**config.mk**
```make
export PLATFORM = sky130hd
export DESIGN_NAME = hs_ram_bridge
export DESIGN_NICKNAME = d
export VERILOG_FILES = /design/src/rtl/hs_bridge_pkg.sv /design/src/rtl/hs_ram_bridge.sv
export SDC_FILE = /design/constraint.sdc
export NUM_CORES = 1
export LEC_CHECK = 0
export ABC_AREA = 0
export BUFFER_PORTS_ARGS = -buffer_cell sky130_fd_sc_hd__buf_2
export CAP_MARGIN = 25
export CORE_ASPECT_RATIO = 0.7
export CORE_MARGIN = 2
export CORE_UTILIZATION = 31
export CTS_CLUSTER_DIAMETER = 30
export DETAILED_ROUTE_END_ITERATION = 16
export GPL_ROUTABILITY_DRIVEN = 0
export GPL_TIMING_DRIVEN = 1
export PLACE_DENSITY = 0.6
export SKIP_LAST_GASP = 1
export SLEW_MARGIN = 20
export SYNTH_ARGS = -nofsm -noshare
export SYNTH_HDL_FRONTEND = slang
export SYNTH_SLANG_ARGS = --single-unit
```
**constraint.sdc**
```tcl
create_clock -name MCLK -period 1.8 [get_ports MCLK]
set_input_delay 0.09 -clock MCLK [delete_from_list [all_inputs] [get_ports MCLK]]
set_output_delay 0.09 -clock MCLK [all_outputs]
set_load 0.01 [all_outputs]
```
**src/rtl/hs_bridge_pkg.sv**
```systemverilog
// hs_bridge_pkg: shared types for the hiscore RAM bridge.
// State encoding and the out-of-window read value.
package hs_bridge_pkg;

  typedef enum logic [1:0] {
    ST_CPU,
    ST_DRAIN,
    ST_HS,
    ST_REL
  } state_t;

  localparam logic [7:0] OOR_RDATA = 8'hFF;

endpackage

```
**src/rtl/hs_ram_bridge.sv**
```systemverilog
// hs_ram_bridge: work-RAM arbiter between the Z80 and the hiscore engine.
// Windowed, fixed-latency hiscore access with a one-entry early-write buffer.
module hs_ram_bridge
  import hs_bridge_pkg::*;
#(
  parameter int          AW   = 11,
  parameter logic [15:0] BASE = 16'hE000,
  parameter int          GAP  = 2
) (
  input  logic          MCLK,
  input  logic          RESET,
  input  logic          hs_access,
  input  logic [15:0]   hs_address,
  input  logic [7:0]    hs_data_in,
  input  logic          hs_write,
  output logic [7:0]    hs_data_out,
  output logic          hs_owned,
  input  logic          cpu_req,
  input  logic [AW-1:0] cpu_addr,
  input  logic [7:0]    cpu_din,
  input  logic          cpu_we,
  output logic [7:0]    cpu_dout,
  output logic [AW-1:0] ram_addr,
  output logic [7:0]    ram_wdata,
  output logic          ram_we,
  input  logic [7:0]    ram_rdata,
  output logic          viol
);

  localparam logic [3:0] GAP_W = 4'(GAP);

  state_t r_state;
  state_t w_next;

  logic [2:0]  r_idle;
  logic [3:0]  w_idle_nx;
  logic        r_pend_v;
  logic [15:0] r_pend_addr;
  logic [7:0]  r_pend_data;
  logic        r_inr_d;
  logic [7:0]  r_hs_dout;
  logic        r_viol;

  logic        w_in_hs;
  logic        w_in_drain;
  logic        w_issue;
  logic [15:0] w_hs_a;
  logic [7:0]  w_hs_d;
  logic        w_hs_we;
  logic [16:0] w_hs_diff;
  logic        w_hs_inr;
  logic        w_pend_ld;

  assign w_in_hs    = (r_state == ST_HS);
  assign w_in_drain = (r_state == ST_DRAIN);
  assign w_idle_nx  = {1'b0, r_idle} + 4'd1;

  // a buffered early write takes the port on the first owned cycle
  assign w_issue = w_in_hs && r_pend_v;
  assign w_hs_a  = w_issue ? r_pend_addr : hs_address;
  assign w_hs_d  = w_issue ? r_pend_data : hs_data_in;
  assign w_hs_we = w_issue | hs_write;

  // window check in 17 bits so addresses below BASE wrap negative
  assign w_hs_diff = {1'b0, w_hs_a} - {1'b0, BASE};
  assign w_hs_inr  = (w_hs_diff[16:AW] == '0);

  // a live write colliding with the buffered one is pushed into the buffer
  assign w_pend_ld = hs_write &&
    (((r_state == ST_CPU) && hs_access) ||
     (w_in_drain && hs_access) ||
     w_issue);

  assign hs_data_out = r_hs_dout;
  assign viol        = r_viol;
  assign cpu_dout    = ram_rdata;

  // state register
  always_ff @(posedge MCLK or posedge RESET) begin
    if (RESET) r_state <= ST_CPU;
    else       r_state <= w_next;
  end

  // next-state: handover only after GAP consecutive idle CPU cycles
  always_comb begin
    w_next = r_state;
    unique case (r_state)
      ST_CPU: begin
        if (hs_access) w_next = ST_DRAIN;
      end
      ST_DRAIN: begin
        if (!hs_access)
          w_next = ST_CPU;
        else if (!cpu_req && (w_idle_nx >= GAP_W))
          w_next = ST_HS;
      end
      ST_HS: begin
        if (!hs_access) w_next = ST_REL;
      end
      ST_REL: w_next = ST_CPU;
      default: w_next = ST_CPU;
    endcase
  end

  // RAM port mux and ownership flag
  always_comb begin
    ram_addr  = cpu_addr;
    ram_wdata = cpu_din;
    ram_we    = cpu_req & cpu_we;
    hs_owned  = 1'b0;
    unique case (r_state)
      ST_HS: begin
        ram_addr  = w_hs_diff[AW-1:0];
        ram_wdata = w_hs_d;
        ram_we    = w_hs_we & w_hs_inr;
        hs_owned  = 1'b1;
      end
      ST_REL: ram_we = 1'b0;
      default: ;
    endcase
  end

  // idle counter: consecutive cpu_req=0 cycles while draining
  always_ff @(posedge MCLK or posedge RESET) begin
    if (RESET)
      r_idle <= 3'd0;
    else if (!w_in_drain || cpu_req)
      r_idle <= 3'd0;
    else if (r_idle != 3'd7)
      r_idle <= r_idle + 3'd1;
  end

  // one-entry pending write; dropped on abort or once issued
  always_ff @(posedge MCLK or posedge RESET) begin
    if (RESET) begin
      r_pend_v    <= 1'b0;
      r_pend_addr <= 16'h0000;
      r_pend_data <= 8'h00;
    end else if (w_pend_ld) begin
      r_pend_v    <= 1'b1;
      r_pend_addr <= hs_address;
      r_pend_data <= hs_data_in;
    end else if (!(w_in_drain && hs_access)) begin
      r_pend_v    <= 1'b0;
    end
  end

  // read path: window flag follows the RAM's one-cycle latency
  always_ff @(posedge MCLK or posedge RESET) begin
    if (RESET) begin
      r_inr_d   <= 1'b0;
      r_hs_dout <= 8'h00;
    end else begin
      r_inr_d <= w_hs_inr;
      if (w_in_hs)
        r_hs_dout <= r_inr_d ? ram_rdata : OOR_RDATA;
    end
  end

  // sticky flag for CPU accesses lost while hiscore owns the RAM
  always_ff @(posedge MCLK or posedge RESET) begin
    if (RESET)
      r_viol <= 1'b0;
    else if (cpu_req && (w_in_hs || (r_state == ST_REL)))
      r_viol <= 1'b1;
  end

endmodule

```
# Yosys cells after proc, flatten, opt, wreduce, memory -nomap -nowiden
# Cells that the tools add are included.
word_totals:
  reg_bits: 40
  in_bits: 57
  output_inout_bits: 38
  wordCells: 55
classes:
  add_sub_neg: 3
  n_lt_le_gt_ge: 1
  eq_ne: 8
  n_mux: 16
  n_bitwise: 3
  n_reduce_logical: 16
op_table:
  columns: ["operator", "n"]
  rows:
  - ["2-to-1 mux 8 bit", 3]
  - ["subtractor 16 x 16 -> 17 bit, second input constant", 1]
  - ["2-to-1 mux 16 bit", 1]
  - ["2-to-1 mux 11 bit", 1]
  - ["2-to-1 mux 2 bit", 4]
  - ["one-hot mux 2 bit (4 select lines)", 1]
  - ["logical AND 1 bit", 6]
  - ["logical NOT 6 bit", 1]
  - ["2-to-1 mux 3 bit", 2]
  - ["inequality test 2 bit, second input constant", 3]
  - ["adder 3 x 1 -> 4 bit, second input constant", 1]
  - ["== test 2 bit, second input constant", 2]
  - ["greater-or-equal comparator 4 x 2 -> 1 bit, second input constant", 1]
  - ["logical OR 1 bit", 4]
  - ["adder 3 x 1 -> 3 bit, second input constant", 1]
  - ["2-to-1 mux 1 bit", 3]
  - ["inequality test 3 x 2 -> 1 bit, second input constant", 1]
  - ["inequality test 3 bit, second input constant", 1]
  - ["AND reduction 3 bit", 1]
  - ["bitwise AND 1 bit", 2]
  - ["== test 2 x 1 -> 1 bit, second input constant", 1]
  - ["logical NOT 1 bit", 2]
  - ["logical NOT 2 bit", 1]
  - ["one-hot mux 1 bit (2 select lines)", 1]
  - ["2 further kinds", 2]

# Longest topological paths before layout
# Gate-level depths: netlist of run 1.
logic_depth:
  word_depth: 7
  mapped_depth: 5
  mapped_depth_nobuf: 5

# Least setup slack after synthesis of run 1
# No wires, ideal clock.
synth_path:
  kind: "register to register"
  from: "reg r_idle[0]"
  to: "reg r_state[0]"
  setup_time_ns: 0.121
  arrival_time_ns: 1.468
  required_time_ns: 1.679
  setup_slack_ns: 0.211
  stages_incl_launch_ff: 6
  n_path_buf: 0
  period_less_slack_ns: 1.589
  cell_sequence: "dfrtp_1 ha_1 ha_1 nor2_1 a311o_1 a22o_1"
synth_between:
  elab_chain_cells: 5
synth_rtl:
  columns: ["item", "line_no", "source"]
  rows:
  - ["from (decl)", "hs_ram_bridge.sv:35", "logic [2:0] r_idle;"]
  - ["from (signal assigned)", "hs_ram_bridge.sv:130", "r_idle <= r_idle + 3'd1;"]
  - ["adder 3 x 1 -> 4 bit", "hs_ram_bridge.sv:56", "assign w_idle_nx = {1'b0, r_idle} + 4'd1;"]
  - ["greater-or-equal comparator 4 x 2 -> 1 bit", "hs_ram_bridge.sv:94", "else if (!cpu_req && (w_idle_nx >= GAP_W))"]
  - ["logical AND 1 bit", "hs_ram_bridge.sv:94", null]
  - ["inequality test 3 x 2 -> 1 bit (no line)", null, null]
  - ["AND reduction 3 bit (no line)", null, null]
  - ["to (signal assigned)", "hs_ram_bridge.sv:81", "else r_state <= w_next;"]
  - ["to (decl)", "hs_ram_bridge.sv:32", "state_t r_state;"]
# No other way between the ends.
# A chain may end at the register's enable or synchronous reset.

# Worst setup path after layout of run 1
# Same ends and word-level chain as after synthesis.

==> impl_metrics.toml, run 1 <==
[detailed_routing]
drc = 0
first_pass_iters = 4
antenna_left = 0
viasPerCell = 4.43
drtIter0Drc = 48
drt_wl_total_mm = 4.54
vias = 1700
wl_per_cell_um = 11.8

[yosys]
synthAdderAreaFrac = 0.0171
synth-xor-area-share = 0.00400
synth_area_um2 = 2190
avgSynthCellArea_um2 = 10.9
synth.most_common_cell = "dfrtp_1"
synthCells = 200
muxShareOfSynthArea = 0.249
ys_seq_area_frac = 0.457
yosys_warnings = 0
synth_top_family_by_area = "multiplexers"
synthesis.nets = 260
synth-simple-area-share = 0.0943
synth-edff-count = 0
synth-compound-area-share = 0.105
synth_cell_type_count = 31
async_flop_share = 1.00
synthFlopType = "dfrtp_1"
yosys.area.top_type_share = 0.457
synth-seq-cells = 40
synthTopCellsByCount = "40 x dfrtp_1, 21 x o21ai_0, 20 x mux2_4, 20 x mux2i_1, 19 x nand2_1"
ys_top_cells_by_area = "dfrtp_1 46%, mux2_4 14%, mux2i_1 9.1%"
yosysTopAreaCell = "dfrtp_1"

[cts]
cts_buffers = 5
clkSinkCount = 40
clock_latency_ns = 0.29
clk_pin_slew_ns = 0.08
clockBufferDepth = 2
cts_max_level = 2
cts_tree = "done"
cts-root-buf = "clkbuf_8"

[sta]
setup_tns_ns = 0
finalHoldViolations = 0
clock_skew_ns = 0.00627
setup_viol = 0
tightest_slew_ns = 0.556
slew_violations = 0
period_needed_ns = 1.65
whs_ns = 0.0310
worst_slack_ns = 0.151
rsz0062_at_grt = "no"
slew_headroom = 0.629
finalCritPeriodShare = 0.916
fmax_mhz = 606

[cells_and_area]
num-nets-final = 350
multiInputGateArea_um2 = 1030
fillerInstances = 689
regArea_um2 = 1000
syn_to_final_growth_pct = 28.5
drive_above_1_share = 0.469
n_antenna_cell = 0

[worst_setup_path]
critical_path.max_fanout = 4
arrival_ns = 1.83
worstPathRequired_ns = 1.98
critical_path_class = "flip-flop to flip-flop"
end_kind = "flip-flop"
r2r_cells = 5
cp-start-kind = "flip-flop"

[global_route]
overflow = 0
antenna_found_initial = 0
grt_usage = 0.121
grt_pass1_wl_mm = 7.38
grt_max_degree = 28
grt_pass1_vias = 1575

[placed_design]
hpwl_mm = 3.41
dp_slack_ns = 0.157
io_buffers = 94

[run]
drv_cap = 0

[hold_path]
hp-class = "input port to flip-flop"
hold_depth = 2

[floorplan]
dieHeight_um = 74.3
rows = 25
die_area_um2 = 7760
ios = 95
design.core.area_um2 = 6790
die_w_um = 104
initial_core_util = 0.323

[power_and_ir_drop]
ir_drop_v = 0.000262
powerDensity_nw_per_um2 = 879
p_leak_nw = 1.45

[outcome]
status = "complete, no violations"
==> worst paths after layout <==
check	slack (ns)	endpoint	startpoint
hold / removal	0.03	r_pend_addr[4]$_DFFE_PP0P_	hs_address[4]
setup reg to reg	0.15	r_state[0]$_DFFE_PP0P_	r_idle[0]$_DFFE_PP0P_
setup / recovery	0.15	r_state[0]$_DFFE_PP0P_	r_idle[0]$_DFFE_PP0P_
max in group asynchronous	0.89	hs_data_out[1]$_DFFE_PP0N_	RESET
hold reg to reg	0.46	viol$_DFFE_PP0P_	viol$_DFFE_PP0P_
min in group asynchronous	0.38	r_pend_addr[11]$_DFFE_PP0P_	RESET
==> critical path, cell delays in order, from the launching register on <==
cell     delay [ns]
dfrtp_1        0.42
ha_1           0.22
ha_1           0.29
nor2_1         0.04
a311o_1        0.35
a22o_1         0.23
==> metrics by stage <==
| step | util | power [mW] | cell area (µm²) | std cells |
|---|---|---|---|---|
| 2_1_floorplan | - | 1.68 | 2190 | 200 |
| 3_3_place_gp | 0.401 | 1.90 | 2720 | 376 |
| 3_5_place_dp | 0.401 | 1.91 | 2720 | 376 |
| 4_1_cts | 0.414 | 2.51 | 2810 | 384 |
| 5_1_grt | 0.415 | 2.64 | 2810 | 384 |
| 6_report | 0.415 | 2.47 | 2810 | 384 |
==> power breakdown <==
| part | internal, mW | switching (mW) | leakage, nW |
|---|---|---|---|
| Sequential | 1.07 | 0.0998 | 0.456 |
| Clock | 0.263 | 0.319 | 0.0400 |
| Combinational | 0.410 | 0.318 | 0.949 |
| Total | 1.74 | 0.737 | 1.45 |
==> routing by layer <==
metal / routed length, µm / vias up / global-route usage
li1: - / 862 / -
met5: 0 / - / 0
met4: 72 / 0 / 0.0541
met2: 1860 / 55 / 0.183
met1: 2310 / 775 / 0.164
met3: 302 / 8 / 0.0351
==> sequential cells by signal, indices dropped and copies added (netlist names), named ones only <==
| register | cells |
|---|---|
| r_pend_data | 8 |
| hs_data_out | 8 |
| r_state | 1 |
| viol | 1 |
| r_idle | 3 |
| r_inr_d | 1 |
| r_pend_v | 1 |
| r_pend_addr | 16 |
==> timing repair <==
| action | CTS | global route |
|---|---|---|
| hold buffers | 1 | 0 |
| buffers inserted | 0 | 0 |
| resized for setup | 0 | 2 |
| hold endpoints to repair | 25 | 0 |
| setup endpoints to repair | 0 | 2 |
==> final cells by class <==
type	count	area share
clock inverter	2	0.00445
sequential	40	0.356
clock buffer	5	0.0245
multi-input combinational	130	0.365
tap	94	0.0418
inverter	12	0.0160
timing repair buffer	101	0.193
==> cell families after synthesis <==
logic type | after synthesis
buffers and inverters | 30
multiplexers | 44
AO/OA/AOI/OAI | 37
adder cells (fa/ha/maj) | 3
XOR/XNOR | 1
flip-flops | 40
AND/OR/NAND/NOR | 45
==> cell usage in the layout (no fill, tap or decap) <==
cell,netlist,final
ha_1,3,3
nand3_1,1,1
buf_4,8,4
a311o_1,1,1
or3_1,1,1
nor2_1,15,15
mux2i_1,20,20
nor3b_1,1,1
dfrtp_1,40,40
a22o_1,3,3
nand3b_1,1,1
buf_2,3,94
clkbuf_8,0,5
dlygate4sd3_1,0,1
clkinv_2,0,1
buf_12,0,1
nor2b_2,1,1
a31oi_1,8,8
nand2b_1,3,3
o21ai_4,1,1
a21oi_1,1,1
inv_1,11,10
and3b_4,1,1
nand4_1,2,2
o21ai_0,21,21
mux2_2,4,4
buf_6,2,1
nand2_1,19,19
inv_2,1,2
mux2_4,20,20
xor2_1,1,1
clkinvlp_4,0,1
a21o_1,1,1
o311ai_1,0,1
Power figures use the tool's default switching activity.
==> inputs of run 2 (changes only) <==
BUFFER_PORTS_ARGS = default   (was -buffer_cell sky130_fd_sc_hd__buf_2)
DONT_BUFFER_PORTS = 1   (was default)
PLACE_DENSITY = 0.49   (was 0.6)
==> impl_metrics.toml, run 2 (synthesis gave the netlist of run 1 again) <==
[outcome]
status = "complete, no violations"

[cells_and_area]
regArea_um2 = 1000
final_cell_mix = "40 x dfrtp_1, 36 x dlygate4sd3_1, 25 x buf_4"
num-nets-final = 312
utilization = 0.422
mostFrequentLayoutCell = "dfrtp_1"
syn_to_final_growth_pct = 30.7
final_cells = 347
multiInputGateArea_um2 = 1030
drive_above_1_share = 0.253
largest_reg_flops = 16
fillerInstances = 686
n_antenna_cell = 0
top_register = "r_pend_addr"

[power_and_ir_drop]
p_leak_nw = 1.35
combPwrFrac = 0.280
total_power_mw = 2.52
switchingPower_mw = 0.728
sw_frac_of_total = 0.288
ir_drop_v = 0.000322
pwr-share-seq = 0.470
powerDensity_nw_per_um2 = 881
pwr-share-clk = 0.250
p_int_mw = 1.80

[cts]
cts_setup_buffers = 0
clk_pin_slew_ns = 0.08
cts_max_level = 2
clock_latency_ns = 0.29
cts_tree = "done"
clockBufferDepth = 2
cts-root-buf = "clkbuf_8"
cts_buffers = 5
clkSinkCount = 40

[run]
drv_cap = 0

[detailed_routing]
drt_wl_total_mm = 4.93
drc = 0
first_pass_iters = 4
drtIter0Drc = 100
viasPerCell = 4.62
vias = 1604
antenna_left = 0
wl_per_cell_um = 14.2

[worst_setup_path]
worstPathRequired_ns = 1.98
critical_path.max_fanout = 4
cp_top_family = "compound AO/OA/AOI/OAI gates"
arrival_ns = 1.83
ff2ff_setup_slack_ns = 0.15
r2r-start = "r_idle[0]$_DFFE_PP0P_"
crit_top_cell = "ha_1"
worstSetupEndpoint = "r_state[0]$_DFFE_PP0P_"
end_kind = "flip-flop"
cpPeakStageDelay_ns = 0.42
crit_path_top_delay_cell = "dfrtp_1"
critical_path_class = "flip-flop to flip-flop"
startpoint = "r_idle[0]$_DFFE_PP0P_"
r2r_cells = 5
crit_cells = 5
cp-start-kind = "flip-flop"
timing.rr.end = "r_state[0]$_DFFE_PP0P_"
path_buf_inv = 0
cp_cell_sequence = "ha_1 -> ha_1 -> nor2_1 -> a311o_1 -> a22o_1"

[floorplan]
dieHeight_um = 74.3
initial_core_util = 0.323
rows = 25
die_area_um2 = 7760
ios = 95
design.core.area_um2 = 6790
die_w_um = 104

[hold_path]
hp-class = "input port to flip-flop"

[global_route]
overflow = 0
grt_pass1_wl_mm = 7.95
grt_pass1_vias = 1599
grt_usage = 0.134
grt_max_degree = 41
antenna_found_initial = 0

[sta]
slew_headroom = 0.644
setup_viol = 0
period_needed_ns = 1.65
finalCritPeriodShare = 0.914
fmax_mhz = 608
rsz0062_at_grt = "yes"
finalHoldViolations = 0
tightest_slew_ns = 0.535
slew_violations = 0
clock_skew_ns = 0.00635
worst_slack_ns = 0.155

[placed_design]
io_buffers = 0
hpwl_mm = 3.23
dp_slack_ns = 0.154
dp_cells = 303
==> run 2: cell types whose count changed in the layout (fill, tap and decap cells not counted), sizes merged <==
| cell | before | now |
|---|---|---|
| clkinv | 1 | 2 |
| buf | 100 | 27 |
| clkinvlp | 1 | 0 |
| dlygate4sd3 | 1 | 36 |
| clkbuf | 5 | 6 |
==> run 2: routing by layer <==
layer  part of all wire  vias up  wire length [µm]  track usage
li1                   -      789                 -            -
met1               0.51      747              2520        0.182
met2               0.39       61              1930        0.195
met3              0.086        7               422       0.0508
met4              0.012        0                57       0.0480
met5                  0        -                 0            0
==> run 2: area by class of cell <==
cell class,count,share of cell area
Clock inverter,2,0.00350
Multi-Input combinational cell,130,0.359
Sequential cell,40,0.350
Inverter,12,0.0157
Clock buffer,6,0.0288
Tap cell,94,0.0411
Timing Repair Buffer,63,0.202
==> run 2: per-stage QoR <==
stage | cell area, µm² | hold WS (ns) | TNS (ns)
3_5_place_dp | 2410 | 0.142 | 0
5_1_grt | 2860 | 0.0207 | -0.0108
2_1_floorplan | 2190 | 0.211 | 0
6_report | 2860 | 0.0149 | 0
3_3_place_gp | 2410 | 0.137 | 0
4_1_cts | 2860 | 0.00562 | 0
==> run 2: timing repair <==
action                                  CTS  global route
endpoints found under the setup margin    0            15
resized for setup                         0             2
hold endpoints to repair                 77             0
hold buffers                             36             0
==> run 2: worst min-delay path by stage <==
| stage | depth (start not counted) | slack (ns) | to | from |
|---|---|---|---|---|
| 2_1_floorplan | 1 | 0.21 | viol$_DFFE_PP0P_ | cpu_req |
| 3_3_place_gp | 2 | 0.14 | r_pend_addr[11]$_DFFE_PP0P_ | RESET |
| 3_5_place_dp | 2 | 0.14 | r_pend_addr[11]$_DFFE_PP0P_ | RESET |
| 4_1_cts | 2 | 0.006 | flip-flop | cpu_req |
| 5_1_grt | 2 | 0.02 | r_state[0]$_DFFE_PP0P_ | hs_access |
| 6_report | 2 | 0.01 | r_inr_d$_DFF_PP0_ | hs_address[13] |
==> run 2: power by group through the flow <==
stage                     clock network [mW]  logic, mW  registers, mW
after CTS                              0.663      0.714           1.19
after global routing                   0.709      0.775           1.21
final                                  0.631      0.706           1.19
after floorplan                            0      0.509           1.17
after detailed placement                   0      0.646           1.20
after global placement                     0      0.641           1.20
